## src/rtl/alu_sequential.sv

```systemverilog
// Sequential 32-bit ALU: logic/arithmetic/compare ops finish in one cycle.
// Shifts step one bit position per clock under a Start/Busy/Done handshake.
module alu_sequential #(
  parameter int N_BITS      = 32,
  parameter int SHAMT_WIDTH = 5
) (
  input  logic                   clk,
  input  logic                   reset,
  input  logic                   Start,
  input  logic [3:0]             ALUOperation,
  input  logic [N_BITS-1:0]      A,
  input  logic [N_BITS-1:0]      B,
  input  logic [SHAMT_WIDTH-1:0] Shamt,
  output logic                   Busy,
  output logic                   Done,
  output logic [N_BITS-1:0]      ALUResult,
  output logic                   Zero,
  output logic                   BranchTaken,
  output logic                   IllegalOp,
  output logic                   fsm_state
);

  // Handshake: an op is accepted on a rising edge where Start=1 and Busy=0.
  // Done is a one-cycle pulse marking ALUResult/Zero/BranchTaken/IllegalOp valid.
  localparam logic [3:0] OP_ADD = 4'b0000;
  localparam logic [3:0] OP_AND = 4'b0001;
  localparam logic [3:0] OP_NOR = 4'b0011;
  localparam logic [3:0] OP_OR  = 4'b0100;
  localparam logic [3:0] OP_SLL = 4'b0101;
  localparam logic [3:0] OP_SRL = 4'b0110;
  localparam logic [3:0] OP_SUB = 4'b0111;
  localparam logic [3:0] OP_BEQ = 4'b1000;
  localparam logic [3:0] OP_BNE = 4'b1001;
  localparam logic [3:0] OP_LUI = 4'b1010;
  localparam logic [3:0] OP_LW  = 4'b1011;
  localparam logic [3:0] OP_SW  = 4'b1100;

  typedef enum logic [0:0] {
    IDLE  = 1'b0,
    SHIFT = 1'b1
  } state_t;

  state_t                 state, state_next;
  logic [SHAMT_WIDTH-1:0] cnt;
  logic                   dir_right;
  logic [N_BITS-1:0]      comb_result;
  logic                   comb_branch;
  logic                   comb_illegal;
  logic                   is_shift;
  logic                   start_shift;
  logic                   last_step;
  logic [N_BITS-1:0]      shift_val;

  assign Busy      = (state == SHIFT);
  assign fsm_state = state;

  // Shift ops resolve to B here: this path is only taken when Shamt is zero.
  always_comb begin
    comb_result  = '0;
    comb_branch  = 1'b0;
    comb_illegal = 1'b0;
    case (ALUOperation)
      OP_ADD, OP_LW, OP_SW: comb_result = A + B;
      OP_SUB:               comb_result = A - B;
      OP_AND:               comb_result = A & B;
      OP_OR:                comb_result = A | B;
      OP_NOR:               comb_result = ~(A | B);
      OP_LUI:               comb_result = {B[15:0], {(N_BITS-16){1'b0}}};
      OP_BEQ: begin
        comb_result = A - B;
        comb_branch = (A == B);
      end
      OP_BNE: begin
        comb_result = A - B;
        comb_branch = (A != B);
      end
      OP_SLL, OP_SRL:       comb_result = B;
      default:              comb_illegal = 1'b1;
    endcase
  end

  assign is_shift    = (ALUOperation == OP_SLL) || (ALUOperation == OP_SRL);
  assign start_shift = Start && is_shift && (Shamt != '0);
  assign last_step   = (cnt == SHAMT_WIDTH'(1));
  assign shift_val   = dir_right ? (ALUResult >> 1) : (ALUResult << 1);

  always_comb begin
    state_next = state;
    case (state)
      IDLE:    if (start_shift) state_next = SHIFT;
      SHIFT:   if (last_step)   state_next = IDLE;
      default: state_next = IDLE;
    endcase
  end

  always_ff @(posedge clk or negedge reset) begin
    if (!reset) state <= IDLE;
    else        state <= state_next;
  end

  // ALUResult doubles as the shift register while an iterative shift runs.
  always_ff @(posedge clk or negedge reset) begin
    if (!reset) begin
      ALUResult   <= '0;
      Zero        <= 1'b1;
      BranchTaken <= 1'b0;
      IllegalOp   <= 1'b0;
      Done        <= 1'b0;
      cnt         <= '0;
      dir_right   <= 1'b0;
    end else begin
      Done <= 1'b0;
      case (state)
        IDLE: begin
          if (start_shift) begin
            ALUResult <= B;
            cnt       <= Shamt;
            dir_right <= (ALUOperation == OP_SRL);
          end else if (Start) begin
            ALUResult   <= comb_result;
            Zero        <= (comb_result == '0);
            BranchTaken <= comb_branch;
            IllegalOp   <= comb_illegal;
            Done        <= 1'b1;
          end
        end
        SHIFT: begin
          ALUResult <= shift_val;
          cnt       <= cnt - SHAMT_WIDTH'(1);
          if (last_step) begin
            Zero        <= (shift_val == '0);
            BranchTaken <= 1'b0;
            IllegalOp   <= 1'b0;
            Done        <= 1'b1;
          end
        end
        default: ;
      endcase
    end
  end

endmodule

```

## config.mk

```make
export PLATFORM = sky130hd
export DESIGN_NAME = alu_sequential
export DESIGN_NICKNAME = d
export VERILOG_FILES = /design/src/rtl/alu_sequential.sv
export SDC_FILE = /design/constraint.sdc
export NUM_CORES = 1
export LEC_CHECK = 0
export ABC_AREA = 1
export CORE_MARGIN = 2
export CORE_UTILIZATION = 63
export DETAILED_ROUTE_END_ITERATION = 10
export PLACE_DENSITY = 0.89
export SLEW_MARGIN = 20
export SYNTH_ARGS = -nofsm -noshare
export SYNTH_HDL_FRONTEND = slang
export SYNTH_SLANG_ARGS = --single-unit
```

## constraint.sdc

```tcl
create_clock -name clk -period 2.5 [get_ports clk]
set_input_delay 0.5 -clock clk [delete_from_list [all_inputs] [get_ports clk]]
set_output_delay 0.5 -clock clk [all_outputs]
set_load 0.05 [all_outputs]
```

==> run summary, run 1 <==
Clk sink count: 43
Total CTS buffers: 5
Post-CTS setup buffer count: 44
Chip Width: 126 um
Post-CTS Resized: 520
CTS Buffer Depth: 2
Status: stopped before the end
Unique cell type count in the Yosys netlist: 48
Net Count, Synth: 1944
Area leader, netlist: nand2_1
Avg Cell Area, Syn: 5.31 um2
Synthesis warning total: 0
Ys flop type: dfrtp_1
Row count: 44
Port-buffer cells: 113
DIE HEIGHT: 126 um
Inst Count DP: 2291
Sequential fraction of the synthesis area: 0.115
Err: [ERROR DPL-0038] Utilization greater than 100%, impossible to legalize
Dpl ws: -0.917 ns
Final Wtd Congestion: 1.18
Last stage: clock tree synthesis
Root buffer cell: clkbuf_16
Starting density of the core: 0.644
Ys async rst share: 1.00
Hold_buf cts: 0
Share of the synthesized area in the top cell type: 0.252
Synthesized flop and latch total: 43
Post-synth EDFFs: 0
Post-Place Cell Area: 0.0127 mm2
H-tree levels: 2
Area contributors post-synth: nand2_1 25%, ha_1 14%, inv_1 11%
Io pins: 114
DP HPWL: 32400 um
Synth Cell Area: 0.00936 mm2
Synth Instances: 1761
[Yosys cell counts, drive strengths merged (2+ instances only)]
library cell / number
nand2: 629
inv: 291
nor2: 179
nand3: 159
ha: 105
a21oi: 90
o21ai: 87
dfrtp: 42
buf: 36
clkbuf: 27
nor3: 19
o22ai: 19
nand4: 17
a211oi: 8
o21bai: 8
nor4: 6
o211ai: 5
or2: 4
and2: 3
and3: 3
a221oi: 2
a31oi: 2
clkinv: 2
fa: 2
mux2i: 2
nand3b: 2
nor4b: 2
o221ai: 2
o41ai: 2
xnor2: 2
[kinds of logic after synthesis]
family,synth area share
mux,0.00214
xor+xnor,0.00281
compound gates,0.134
simple gates,0.450
buf+inv,0.152
fa+ha+maj,0.145
flops,0.115
[through the flow]
| step | utilization | setup TNS [ns] |
|---|---|---|
| floorplan | - | 0 |
| global placement | 0.875 | -16.72 |
| detailed placement | 0.875 | -20.95 |
==> run 2, diff against run 1 <==
Settings changed: CORE_UTILIZATION 63 to 40, PLACE_DENSITY 0.89 to not set, PLACE_DENSITY_LB_ADDON set to 0.15.
==> run 2 against run 1 <==
The flow now finishes, with violations (setup timing); synthesized cell count stayed put; area after synthesis stayed put.
==> run summary, run 2 <==
Register Area: 0.00108 mm2
Ys flop type: dfrtp_1
DIE HEIGHT: 157 um (+25%)
Worst path cell trace: clkdlybuf4s15_2, buf_4, ha_4, buf_6, or2_0, nand3b_1, nand2_4, nand2_4, nand2_4, nand2_2, buf_4, nand3_1, nand3_2, nand3_2, nor2_2, nand2_1, nor2_2, nand3_2, a21oi_2
Max cap viols: 0
Synth Instances: 1761 (unchanged)
Setup-failing EPs final: 2
Clock tree from TritonCTS: built
Top reg by flops: ALUResult
Port-buffer cells: 113 (unchanged)
Max reg flops: 32
Row count: 55 (+25%)
Headroom to the max-slew limit: 0.579
Synth Cell Area: 0.00936 mm2 (unchanged)
Slew @ Worst Pin: 0.631 ns
Via-to-Cell Ratio: 5.27
Total Wirelength: 46600 um
Logic pwr share: 0.769
Grt ovf: 0
Clk sink count: 43 (unchanged)
Final Wtd Congestion: 1.03 (-13%)
Initial antenna violation count: 3
Unique cell type count in the Yosys netlist: 48 (unchanged)
Share of the synthesized area in the top cell type: 0.252 (unchanged)
Via count: 13500
Most common cell in the synthesized netlist: nand2_1
Setup WS post-layout: -0.0201 ns
Clock transition at path regs: 0.06 ns
Failing checks: setup timing
Hold_buf cts: 0 (unchanged)
Clk pwr share: 0.079
First-pass DRT Iterations: 7
Io pins: 114 (unchanged)
Sequential fraction of the synthesis area: 0.115 (unchanged)
Lkg Pwr: 8.49 nW
Initial drt markers: 981
Status: finished with violations
Final hold vios: 0
Internal: 0.00388 W
Crit start category: input pin
Sw power: 0.00454 W
RSZ-0062 raised after global routing: yes
Crit Path Class: input pin to flip-flop
Layout filler cell count: 1902
Chip Width: 157 um (+25%)
Slew Limit Fails: 0
First-pass GRT wire length: 68900 um
H-tree levels: 2 (unchanged)
Nets: 2432
Tcrit/Tclk final: 1.01
CTS Buffer Depth: 2 (unchanged)
CP Capture Type: flip-flop
Synthesis warning total: 0 (unchanged)
Post-DRT Antenna Nets: 0
Clock Latency Late Sink: 0.29 ns
PD cells: 505 mW/mm2
Most frequent cells in the layout: 461 x nand2_1, 372 x buf_4, 179 x inv_1, 119 x nand2_2, 105 x inv_2
Vias in the first global route: 12900
Multi-input gate area: 0.00936 mm2
Critical Path RT: 2.72 ns
Post-layout util: 0.732
Synth-to-Final Area Change: 78.2%
Tot Pwr: 0.00842 W
Area leader, netlist: nand2_1
Ys async rst share: 1.00 (unchanged)
Total track usage: 0.363
Top cells by count, synth: 627 x nand2_1, 286 x inv_1, 170 x nor2_1, 158 x nand3_1, 105 x ha_1
Largest net degree at the start of global routing: 44
Crit-path max FO: 4
Net Sw Frac: 0.539
Net Count, Synth: 1944 (unchanged)
Die Area: 0.0246 mm2
Biggest regs: ALUResult (32), cnt (5)
Max VDD drop: 0.000780 V
DP HPWL: 36000 um (+11%)
WP data arrival: 2.74 ns
Minimum hold slack: 0.279 ns
Reg2reg path depth: 8
Critical-path top delay cell: or2_0
Core Area: 0.0228 mm2
Share of cells above drive strength 1: 0.464
DR WL/cell: 18.2 um
F_max: 397 MHz
Synthesized flop and latch total: 43 (unchanged)
Share of power burned in registers: 0.152
Max Clock Skew: 0.00386 ns
Most common cell after layout, fill and taps aside: nand2_1
Post-synth EDFFs: 0 (unchanged)
DRC viols: 0
Starting density of the core: 0.411 (-0.233)
Root buffer cell: clkbuf_16
Hold Crit Class: input pin to asynchronous set/reset pin
Final min period: 2.52 ns
Delay of the slowest critical-path stage: 0.24 ns
Total CTS buffers: 5 (unchanged)
Avg Cell Area, Syn: 5.31 um2 (unchanged)
Area contributors post-synth: nand2_1 25%, ha_1 14%, inv_1 11%
run 2: cell counts after synthesis:
No cell type changed its count.
run 2: routing by layer:
metal / GRT usage / wire [um] / part of all wire
met5: 0 / 0 / 0
met3: 0.0608 / 3250 / 0.070
met1: 0.450 / 18900 / 0.41
met4: 0.172 / 2810 / 0.060
met2: 0.611 / 21700 / 0.46
run 2: what timing repair did:
| action | CTS | global route |
|---|---|---|
| pin swaps | 185 | 185 |
| buffers inserted | 56 | 20 |
| gates cloned | 0 | 0 |
| resized for setup | 693 | 280 |
| setup endpoints to repair | 29 | 18 |
run 2: layout make-up:
cell class,count,area share
Clock inverter,2,0.000750
Multi-Input combinational cell,1362,0.561
Antenna cell,4,0.000600
Sequential cell,43,0.0646
Tap cell,313,0.0235
Timing Repair Buffer,544,0.275
Clock buffer,6,0.00773
Inverter,293,0.0670
run 2: critical path: cells and delay by family:
| family | cells | cell delay, ns |
|---|---|---|
| buffers and inverters | 4 | 0.57 |
| and+or+nand+nor | 13 | 1.39 |
| adders and majority gates | 1 | 0.16 |
| AOI/OAI and AO/OA | 1 | 0.12 |
run 2: logic make-up after synthesis:
group,Yosys count,synth area share
buffers and inverters,356,0.152
DFF,43,0.115
adders and majority gates,107,0.145
and+or+nand+nor,1023,0.450
muxes,2,0.00214
AOI/OAI and AO/OA,227,0.134
xor gates and xnor gates,3,0.00281
run 2: worst paths after layout:
check	slack, ns	end	startpoint
worst max-delay path	-0.02	Zero	A[3]
worst min-delay path	0.28	cnt[3]	reset
worst max register to register	0.53	Zero	dir_right
worst min register to register	0.50	BranchTaken	BranchTaken
max in group asynchronous	1.81	ALUResult[25]	reset
min in group clk	0.50	BranchTaken	BranchTaken
run 2: per-stage QoR:
| stage | cells | setup TNS (ns) | setup WS [ns] | instance area, um2 |
|---|---|---|---|---|
| 3_5_place_dp | 2481 | -20.98 | -0.977 | 13400 |
| 3_3_place_gp | 2481 | -20.47 | -0.941 | 13400 |
| 6_report | 2567 | -0.0285 | -0.0201 | 16700 |
| 2_1_floorplan | 1761 | 0 | 0.0303 | 9360 |
| 5_1_grt | 2563 | -0.376 | -0.139 | 16700 |
| 4_1_cts | 2543 | 0 | 0.00113 | 15800 |
run 2: power groups by stage:
stage,registers [W],clock network [W],logic (W)
final,0.00128,0.000664,0.00647
after global routing,0.00131,0.000701,0.00695
after CTS,0.00127,0.000660,0.00599
after detailed placement,0.00128,0,0.00530
after global placement,0.00128,0,0.00525
after floorplan,0.00202,0,0.00235
No activity file was read; power rests on OpenSTA's default activity.
==> run 3, diff against run 2 <==
Settings changed: CAP_MARGIN set to 15.
Clock period 2.5 ns to 2.1 ns, I/O delays scaled along.
==> run 3 against run 2 <==
The flow still finishes with violations (setup timing); setup slack got worse by 0.38 ns; final area increased by 5.0%; global-route usage increased by 0.91 points; core utilization increased by 3.6 points; register-to-register slack got worse by 0.52 ns; combinational power increased by 27%; flip-flop and latch count unchanged; clock power increased by 24%; non-clock buffer count increased by 32; die area unchanged.
==> run summary, run 3 (synthesis results as in run 2) <==
Status: finished with violations
Failing checks: setup timing
Final Wtd Congestion: 1.01 (-1.3%)
Max VDD drop: 0.000670 V (-14%)
Root buffer cell: clkbuf_16
Final hold vios: 0 (unchanged)
Max reg flops: 32 (unchanged)
Total CTS buffers: 5 (unchanged)
Post-route cell area: 0.0175 mm2 (+5.0%)
Initial antenna violation count: 2 (-1)
WP data arrival: 2.73 ns (about the same)
Critical Path RT: 2.33 ns (-0.39 ns)
Total Wirelength: 48000 um (+3.0%)
Max Clock Skew: 0.00845 ns (+0.00460 ns)
H-tree levels: 2 (unchanged)
Crit start category: input pin
Crit Path Class: input pin to flip-flop
Chip Width: 157 um (unchanged)
Via-to-Cell Ratio: 5.34 (+1.2%)
Synth-to-Final Area Change: 87.1%
Most frequent cells in the layout: 439 x nand2_1, 351 x buf_4, 172 x inv_1, 133 x nand2_2, 112 x buf_6
Biggest regs: ALUResult (32), cnt (5)
Hold Crit Class: input pin to asynchronous set/reset pin
Most common cell after layout, fill and taps aside: nand2_1
Core Area: 0.0228 mm2 (unchanged)
Grt ovf: 0 (unchanged)
Setup-failing EPs final: 24 (+22)
Port-buffer cells: 113 (unchanged)
Slew @ Worst Pin: 0.586 ns (-0.0452 ns)
Minimum hold slack: 0.195 ns (-0.0843 ns)
Share of cells above drive strength 1: 0.501 (+0.0367)
Row count: 55 (unchanged)
Die Area: 0.0246 mm2 (unchanged)
Max cap viols: 0 (unchanged)
CP Capture Type: flip-flop
Total track usage: 0.372 (+0.00911)
RSZ-0062 raised after global routing: yes
Crit-path max FO: 3 (-1)
Lkg Pwr: 8.87 nW (+4.4%)
Initial drt markers: 1120 (+14%)
Tcrit/Tclk final: 1.19
WP depth: 22 (+3)
DRC viols: 0 (unchanged)
CP Buf/Inv Count: 6 (+2)
Headroom to the max-slew limit: 0.610 (+0.0306)
Hold_buf cts: 0 (unchanged)
Nets: 2465 (+1.4%)
Delay of the slowest critical-path stage: 0.17 ns (-0.07 ns)
DIE HEIGHT: 157 um (unchanged)
Largest net degree at the start of global routing: 44 (unchanged)
Final min period: 2.50 ns
Largest delay contributor family on the critical path: simple AND/OR/NAND/NOR gates
PD cells: 605 mW/mm2 (+20%)
F_max: 400 MHz
Critical-path top delay cell: buf_4
Clk sink count: 43 (unchanged)
Slew Limit Fails: 0 (unchanged)
Clock transition at path regs: 0.07 ns (about the same)
Vias in the first global route: 13200 (+2.2%)
First-pass GRT wire length: 70600 um (+2.4%)
Post-DRT Antenna Nets: 0 (unchanged)
DP HPWL: 36500 um (+1.5%)
Starting density of the core: 0.411 (unchanged)
Worst path cell trace: buf_8, clkinvlp_4, buf_4, buf_6, ha_4, nand2_1, nand2_1, nand2_2, nand3_4, buf_6, nand2_4, buf_4, nand3_2, nand3_2, nand3_4, nor2_2, nand2_1, nor2_1, nand2_1, nor2_1, nand3_1, a21oi_2
Setup WS post-layout: -0.402 ns (-0.382 ns)
Cell mode on critical path: nand2_1
First-pass DRT Iterations: 5 (-2)
Via count: 13900 (+2.4%)
Clock tree from TritonCTS: built
R2R setup slack: 0.01 ns (-0.52 ns)
CTS Buffer Depth: 2 (unchanged)
DR WL/cell: 18.5 um (+1.8%)
Clock Latency Late Sink: 0.30 ns (about the same)
Io pins: 114 (unchanged)
Post-Place Cell Area: 0.0136 mm2 (+1.7%)
Reg2reg path depth: 7 (-1)
Top reg by flops: ALUResult
==> run 3: cell count changes in the layout (fill, tap and decap cells not counted), sizes merged <==
cell / previous run / this run
diode: 4 / 1
clkinv: 3 / 2
clkdlybuf4s15: 8 / 13
clkinvlp: 1 / 3
clkdlybuf4s50: 44 / 42
nor2: 179 / 180
clkbuf: 20 / 10
dlygate4sd2: 17 / 8
buf: 461 / 508
==> run 3: final cells by class <==
class	instances	area, um2
antenna	1	2.50
multi-input combinational	1363	9610
tap	313	392
fill	1763	5270
clock buffer	5	125
sequential	43	1080
inverter	293	1160
clock inverter	3	23.8
timing repair buffer	576	5120
==> run 3: worst reg2reg max path, cell delays in order, from the launching register on <==
cell     delay (ns)
dfrtp_1        0.43
inv_1          0.19
buf_4          0.23
nand2_1        0.10
nand4_1        0.12
nor4b_1        0.49
a41oi_1        0.28
a21oi_2        0.20
==> run 3: where the power goes <==
part | internal, W | total [W] | switching, W
clock network | 0.000446 | 0.000825 | 0.000379
registers | 0.00118 | 0.00153 | 0.000350
logic | 0.00328 | 0.00823 | 0.00495
==> run 3: through the flow <==
step | cells | power [W] | setup WS [ns] | utilization | setup TNS, ns
floorplan | 1761 | 0.00522 | -0.145 | - | -0.227
global placement | 2495 | 0.00793 | -1.34 | 0.596 | -34.70
detailed placement | 2495 | 0.00801 | -1.33 | 0.596 | -34.77
CTS | 2567 | 0.00995 | -0.282 | 0.727 | -1.84
global route | 2596 | 0.0112 | -0.488 | 0.769 | -6.13
finish | 2597 | 0.0106 | -0.402 | 0.769 | -3.56
==> run 3: layer usage <==
| layer | GRT usage | vias to the layer above | routed length (um) |
|---|---|---|---|
| met2 | 0.626 | 632 | 22200 |
| li1 | - | 6601 | - |
| met5 | 0 | - | 0 |
| met3 | 0.0631 | 191 | 3850 |
| met1 | 0.453 | 6440 | 18800 |
| met4 | 0.197 | 0 | 3190 |
==> run 3: final timing paths <==
check | from | to
worst max-delay path | B[1] | Zero
worst min-delay path | reset | cnt[2]
worst max register to register | dir_right | Zero
worst min register to register | IllegalOp | IllegalOp
max in group asynchronous | reset | ALUResult[24]
min in group clk | IllegalOp | IllegalOp
==> run 3: repair_timing <==
| item | CTS | global route |
|---|---|---|
| gates cloned | 0 | 2 |
| buffers inserted | 69 | 32 |
| endpoints found under the setup margin | 36 | 31 |
| pin swaps | 249 | 117 |
| hold endpoints to repair | 0 | 0 |
| resized for setup | 957 | 192 |
